[config.mk]
export PLATFORM = sky130hd
export DESIGN_NAME = prog_loader
export DESIGN_NICKNAME = d
export VERILOG_FILES = /design/src/rtl/prog_loader.sv
export SDC_FILE = /design/constraint.sdc
export NUM_CORES = 1
export LEC_CHECK = 0
export ABC_AREA = 1
export BUFFER_PORTS_ARGS = -buffer_cell sky130_fd_sc_hd__buf_4
export CAP_MARGIN = 10
export CORE_MARGIN = 1.5
export CORE_UTILIZATION = 50
export DETAILED_ROUTE_END_ITERATION = 6
export GPL_ROUTABILITY_DRIVEN = 0
export PLACE_DENSITY = 0.86
export SLEW_MARGIN = 5
export SYNTH_ARGS = -nofsm -noshare
export SYNTH_HDL_FRONTEND = slang
export SYNTH_SLANG_ARGS = --single-unit
[constraint.sdc]
create_clock -name clk -period 3 [get_ports clk]
set_clock_uncertainty 0.1 [all_clocks]
set_input_delay 0.45 -clock clk [delete_from_list [all_inputs] [get_ports clk]]
set_output_delay 0.45 -clock clk [all_outputs]
set_load 0.02 [all_outputs]
[src/rtl/prog_loader.sv]
// Boot loader: streams bytes into extmem, optionally read-back checksums them, then hands the bus to the core.
// Latency: 3 cycles per byte (LOAD/SETUP/WRITE); last accept to cpu_reset low = 2 + load_count + 2 cycles with VERIFY.
// Backpressure: in_ready is high only in LOAD; 64-byte capacity, after which the stream is never accepted again.
//
// Ports:
//   clk, reset (async, active-low)
//   in_data/in_valid/in_last/in_ready : program byte stream
//   cpu_mem_* : core memory bus, passed through to mem_* only in RUN
//   mem_*     : extmem bus (mem_dout is combinational read data)
//   cpu_reset : reset to the core, released one cycle after RUN is entered
//   done, verify_err, load_count : status
module prog_loader #(
    parameter logic [5:0] BASE_ADDR = 6'd0,
    parameter bit         VERIFY    = 1'b1
) (
    input  logic       clk,
    input  logic       reset,
    input  logic [7:0] in_data,
    input  logic       in_valid,
    input  logic       in_last,
    output logic       in_ready,
    input  logic [7:0] cpu_mem_din,
    input  logic [5:0] cpu_mem_addr,
    input  logic       cpu_mem_read,
    input  logic       cpu_mem_write,
    output logic [7:0] cpu_mem_dout,
    output logic [7:0] mem_din,
    output logic [5:0] mem_addr,
    output logic       mem_read,
    output logic       mem_write,
    input  logic [7:0] mem_dout,
    output logic       cpu_reset,
    output logic       done,
    output logic       verify_err,
    output logic [6:0] load_count
);

    typedef enum logic [2:0] {
        S_IDLE,
        S_LOAD,
        S_SETUP,
        S_WRITE,
        S_VRD,
        S_VCHK,
        S_RUN,
        S_ERROR
    } state_t;

    state_t     state;
    state_t     next_state;
    logic [6:0] count_q;
    logic [6:0] rd_idx;
    logic [7:0] sum_wr;
    logic [7:0] sum_rd;
    logic       last_flag;
    logic [5:0] addr_q;
    logic [7:0] din_q;
    logic       cpu_reset_q;
    logic       run;

    // State register
    always_ff @(posedge clk or negedge reset) begin
        if (!reset) begin
            state <= S_IDLE;
        end else begin
            state <= next_state;
        end
    end

    // Next-state logic
    always_comb begin
        next_state = state;
        case (state)
            S_IDLE:  next_state = S_LOAD;
            S_LOAD:  if (in_valid) next_state = S_SETUP;
            S_SETUP: next_state = S_WRITE;
            S_WRITE: begin
                if (!last_flag) begin
                    next_state = S_LOAD;
                end else if (VERIFY) begin
                    next_state = S_VRD;
                end else begin
                    next_state = S_RUN;
                end
            end
            // count_q already includes the final byte here, so it is >= 1
            S_VRD:   if (rd_idx == count_q - 7'd1) next_state = S_VCHK;
            S_VCHK:  next_state = (sum_rd == sum_wr) ? S_RUN : S_ERROR;
            S_RUN:   next_state = S_RUN;
            S_ERROR: next_state = S_ERROR;
            default: next_state = S_IDLE;
        endcase
    end

    // Datapath: write address/data are captured at accept and held through
    // SETUP and WRITE so they are stable for the whole strobe.
    always_ff @(posedge clk or negedge reset) begin
        if (!reset) begin
            count_q     <= 7'd0;
            rd_idx      <= 7'd0;
            sum_wr      <= 8'd0;
            sum_rd      <= 8'd0;
            last_flag   <= 1'b0;
            addr_q      <= BASE_ADDR;
            din_q       <= 8'd0;
            cpu_reset_q <= 1'b1;
        end else begin
            // Core reset drops on the cycle after RUN is entered
            cpu_reset_q <= (state != S_RUN);
            case (state)
                S_LOAD: begin
                    if (in_valid) begin
                        din_q     <= in_data;
                        addr_q    <= BASE_ADDR + count_q[5:0];
                        sum_wr    <= sum_wr + in_data;
                        // The 64th byte ends the program regardless of in_last
                        last_flag <= in_last || (count_q == 7'd63);
                    end
                end
                S_WRITE: begin
                    count_q <= count_q + 7'd1;
                    if (last_flag) begin
                        addr_q <= BASE_ADDR;
                        rd_idx <= 7'd0;
                    end
                end
                S_VRD: begin
                    sum_rd <= sum_rd + mem_dout;
                    rd_idx <= rd_idx + 7'd1;
                    addr_q <= addr_q + 6'd1;
                end
                default: begin
                end
            endcase
        end
    end

    assign run = (state == S_RUN);

    // In RUN the loader is a transparent wire between core and extmem
    assign mem_addr     = run ? cpu_mem_addr  : addr_q;
    assign mem_din      = run ? cpu_mem_din   : din_q;
    assign mem_read     = run ? cpu_mem_read  : (state == S_VRD);
    assign mem_write    = run ? cpu_mem_write : (state == S_WRITE);
    assign cpu_mem_dout = run ? mem_dout      : 8'd0;

    assign in_ready   = (state == S_LOAD);
    assign done       = run || (state == S_ERROR);
    assign verify_err = (state == S_ERROR);
    assign cpu_reset  = cpu_reset_q;
    assign load_count = count_q;

endmodule

# Yosys cells after proc, flatten, opt, wreduce, memory -nomap -nowiden
# Index checks and enable logic that the tools add are counted.
# word_totals
inputBits	36
wordCells	53
reg_bits	49
output_inout_bits	35
# op_classes
muxes	15
addsub	6
n_reduce_logical	9
eq_ne	14
# ops
cell	n
$pmux W3 S8	1
$mux W6	3
$pmux W6 S3	1
$add A8 B8 Y8	2
$mux W8	2
$add A7 B1 Y7 const B	2
$pmux W7 S2	1
$eq A3 B3 Y1 const B	4
$mux W3	3
$eq A8 B8 Y1	1
$eq A7 B6 Y1 const B	1
$eq A7 B7 Y1	1
$mux W7	1
$sub A7 B1 Y7 const B	1
$add A6 B1 Y6 const B	1
$eq A3 B2 Y1 const B	2
$ne A2 B2 Y1 const B	3
$reduce_and A2 Y1	3
$eq A3 B1 Y1 const B	1
$logic_not A3 Y1	1
$mux W1	3
$ne A3 B3 Y1 const B	1
$reduce_and A3 Y1	1
$reduce_bool A3 Y1	1
other kinds (2)	3

# Longest topological paths before layout
# depth
ltp_word	4
mapped_depth	11
ltp_nobuf	11

# Least setup slack after synthesis
# OpenSTA, ideal clock, no wires.
# synth_path
path_kind	register -> output
start	register state[1]
end	output port mem_addr[4]
stages_incl_launch_ff	7
setup_slack_ns	1.035
t_arrival_ns	1.414
t_required_ns	2.450
path_cell_list	dfrtp_1 -> nand2_1 -> inv_2 -> nand2_4 -> buf_6 -> buf_6 -> a21oi_1
# synth_via
elab_chain_cells	2
# synth_lines
item	line_no	text
from (decl)	49	state_t state;
from (signal assigned)	66	state <= next_state;
$eq A3 B3 Y1	138	assign run = (state == S_RUN);
$mux W6	141	assign mem_addr = run ? cpu_mem_addr : addr_q;
to (decl)	28	output logic [5:0] mem_addr,
# Every way passes these cells.

# Worst setup path after layout
# layout_path
start	register state[0]
end	output port mem_addr[0]
# Same word-level chain as after synthesis.

==> out/qor.csv <==
stage,metric,value,unit
floorplanning,floorplan.die.height,85.6,µm
setup_path,reg2reg_from,load_count[0],
setup_path,endpoint,mem_addr[0],
pwr,pwr-share-comb,60.8,%
clocking,cts_hold_buf,0,
global_routing,grt_pass1_wl,13500,µm
pwr,swShare,48.5,%
setup_path,reg2reg_to,state[0],
global_routing,grt_max_degree,50,
routing,route.antenna.remaining_nets,0,
pwr,power_frac_seq,29.5,%
layout,fin_nets,593,
floorplanning,io_pins,71,
timing,period_minus_slack,2360,ps
clocking,clock_latency,300,ps
floorplanning,coreArea,6460,µm²
logic_synthesis,synth-seq-cells,49,
floorplanning,start_util,52.8,%
clocking,clock-root-buffer,clkbuf_8,
logic_synthesis,synth_top_cells_by_count,"nand2_1 (139), inv_1 (64), dfrtp_1 (48)",
setup_path,r2r_slack,980,ps
routing,drt_iter0_markers,139,
clocking,clock_path_buffers,2,
layout,drive_gt1_share,19.7,%
logic_synthesis,synth_nets,524,
routing,via_per_inst,5.30,
timing,fmax,0.424,GHz
clocking,cts_resized,0,
logic_synthesis,syn_inst,468,
clocking,cts.reportedPaths.clkPinSlew,80,ps
floorplanning,dieArea,7320,µm²
worst_hold_path,hold_class,in2async,
floorplanning,placement_rows,29,
timing,finalSetupViolations,0,
clocking,cts_buffers,5,
setup_path,crit_start,state[0],
timing,relSlewSlack,57.6,%
pwr,p_leak,0.00221,µW
pwr,power.share.clock,9.6,%
place,dp_hpwl,6170,µm
outcome,violations,DRC,
logic_synthesis,synth_area_leaders,"dfrtp_1 (35%), nand2_1 (15%), inv_1 (7.0%)",
layout,multi_input_area,1850,µm²
global_routing,overflow,0,
logic_synthesis,ys.flop_type,dfrtp_1,
logic_synthesis,ys_types,37,
timing,worstMarginPinSlew,637,ps
timing,hold_viol,0,
global_routing,grt_pass1_vias,3072,
logic_synthesis,syn_avg_cell_area,7.29,µm²
clocking,postCtsSetupBuffers,0,
clocking,cts.sinks,49,
layout,regArea,1230,µm²
outcome,status,"finished, violations left",
layout,antennaDiodeCount,0,
layout,area.growth.synth_to_final,19.2,%
setup_path,cp_max_fo,26,
routing,via_count,3259,
setup_path,cp-start-kind,flip-flop,
setup_path,endpoint_kind,output pin,
pwr,p_switching,2040,µW
routing,wirelength,8200,µm
logic_synthesis,synth_edf_count,0,
global_routing,antenna_found_initial,0,
logic_synthesis,yosysSeqAreaShare,36.0,%
routing,wl_per_cell,13.3,µm
place,portBuffers,70,
timing,min_period_over_period,78.7,%
logic_synthesis,yosysMostFrequentCell,nand2_1,
clocking,cts_tree,done,
run,max_cap_viol_count,0,
pwr,ir_worst_vdd,0.000505,V
logic_synthesis,ys_async_sr_fraction,100,%
setup_path,r2r_cells,11,
setup_path,required,2450,ps
routing,drc,6,
layout,fillers,556,
logic_synthesis,synth_top_area_share,35.2,%
timing,slew_violations,0,
timing,tns,0,ps
global_routing,track_usage,22.9,%
setup_path,path_class,reg2out,
pwr,p_per_area,1030,nW/µm²
floorplanning,dieWidth,85.6,µm
logic_synthesis,yosys_warnings,0,
clocking,htreeDepth,2,
routing,drtPass1Iterations,7,
logic_synthesis,yosysTopAreaCell,dfrtp_1,
setup_path,cp.arrival,1810,ps
logic_synthesis,syn-cell-area,3410,µm²
pwr,internal-power,2160,µW
timing,worst_hold_slack,60.3,ps
timing,rsz0062_at_grt,false,
==> power by group through the flow <==
stage,clock network [µW],logic [µW],registers [µW]
floorplan,0,1860,1190
global placement,0,2430,1220
detailed placement,0,2550,1250
CTS,416,2560,1230
global route,438,2840,1280
finish,403,2550,1240
==> cells in the final DEF, fill, tap and decap left out, types with 2 or more instances in the layout <==
master	count
xor2_1	13
nand3b_1	2
nor2_2	2
fa_1	2
xnor2_1	4
a31oi_1	2
a21oi_1	19
clkbuf_1	2
or2_2	2
nand2_1	139
inv_1	64
buf_4	72
o22ai_1	6
clkbuf_8	6
nand2b_1	2
a211oi_1	2
nand3_1	33
ha_1	18
mux2_2	11
nor2_1	47
dfrtp_1	48
inv_2	4
o21ai_0	24
==> worst max-delay path, cell delays in order, from the launching register on <==
cell and delay, ps:
dfrtp_1 470, inv_1 180, nand2_4 310, mux2_2 390, buf_4 160
==> registers in the layout, summed over array words and instances, names as in the netlist <==
signal	flops
din_q	8
load_count	7
sum_rd	8
sum_wr	8
last_flag	1
addr_q	6
rd_idx	7
state	3
cpu_reset	1
==> per-stage QoR <==
stage                     setup slack (ps)  std cells  power (µW)  utilization (%)  cell area (µm²)
after floorplan                       1040        468        3060                -             3410
after global placement                 987        607        3660             61.5             3970
after detailed placement               909        607        3800             61.5             3970
after CTS                              623        615        4210             62.9             4060
after global routing                   532        615        4560             62.9             4060
final                                  640        615        4200             62.9             4060
==> cell families after synthesis <==
group	Yosys count	share of synthesized area, %
AND/OR/NAND/NOR	236	29.5
buffers and inverters	79	9.76
AO/OA/AOI/OAI	56	8.95
flip-flops	49	36.0
adder cells (fa/ha/maj)	20	7.78
XOR/XNOR	17	4.37
multiplexers	11	3.63
==> cell type report <==
cell class / count / area share, %
multi-input cells: 340 / 45.5
repair buffers: 72 / 13.3
inverters: 69 / 6.38
flip-flops and latches: 49 / 30.2
clock buffers: 8 / 2.22
well taps: 77 / 2.37
==> routing by layer <==
metal,track usage [%],share of wire [%],up-vias
met4,7.33,1.5,0
li1,-,-,1615
met3,4.23,5.6,12
met5,0,0,-
met1,29.7,45,1536
met2,39.0,48,96
==> how the worst min path moves through the flow <==
stage | from | endpoint | slack (ps) | depth (start not counted)
floorplan | reset | addr_q[0] | 50 | 0
global placement | din_q[6] | din_q[6] | 350 | 2
detailed placement | din_q[7] | din_q[7] | 360 | 2
CTS | reset | rd_idx[0] | 90 | 1
global route | reset | sum_rd[6] | 110 | 1
finish | reset | sum_rd[6] | 60 | 1
Note: power is estimated with default switching activity, not from simulation.
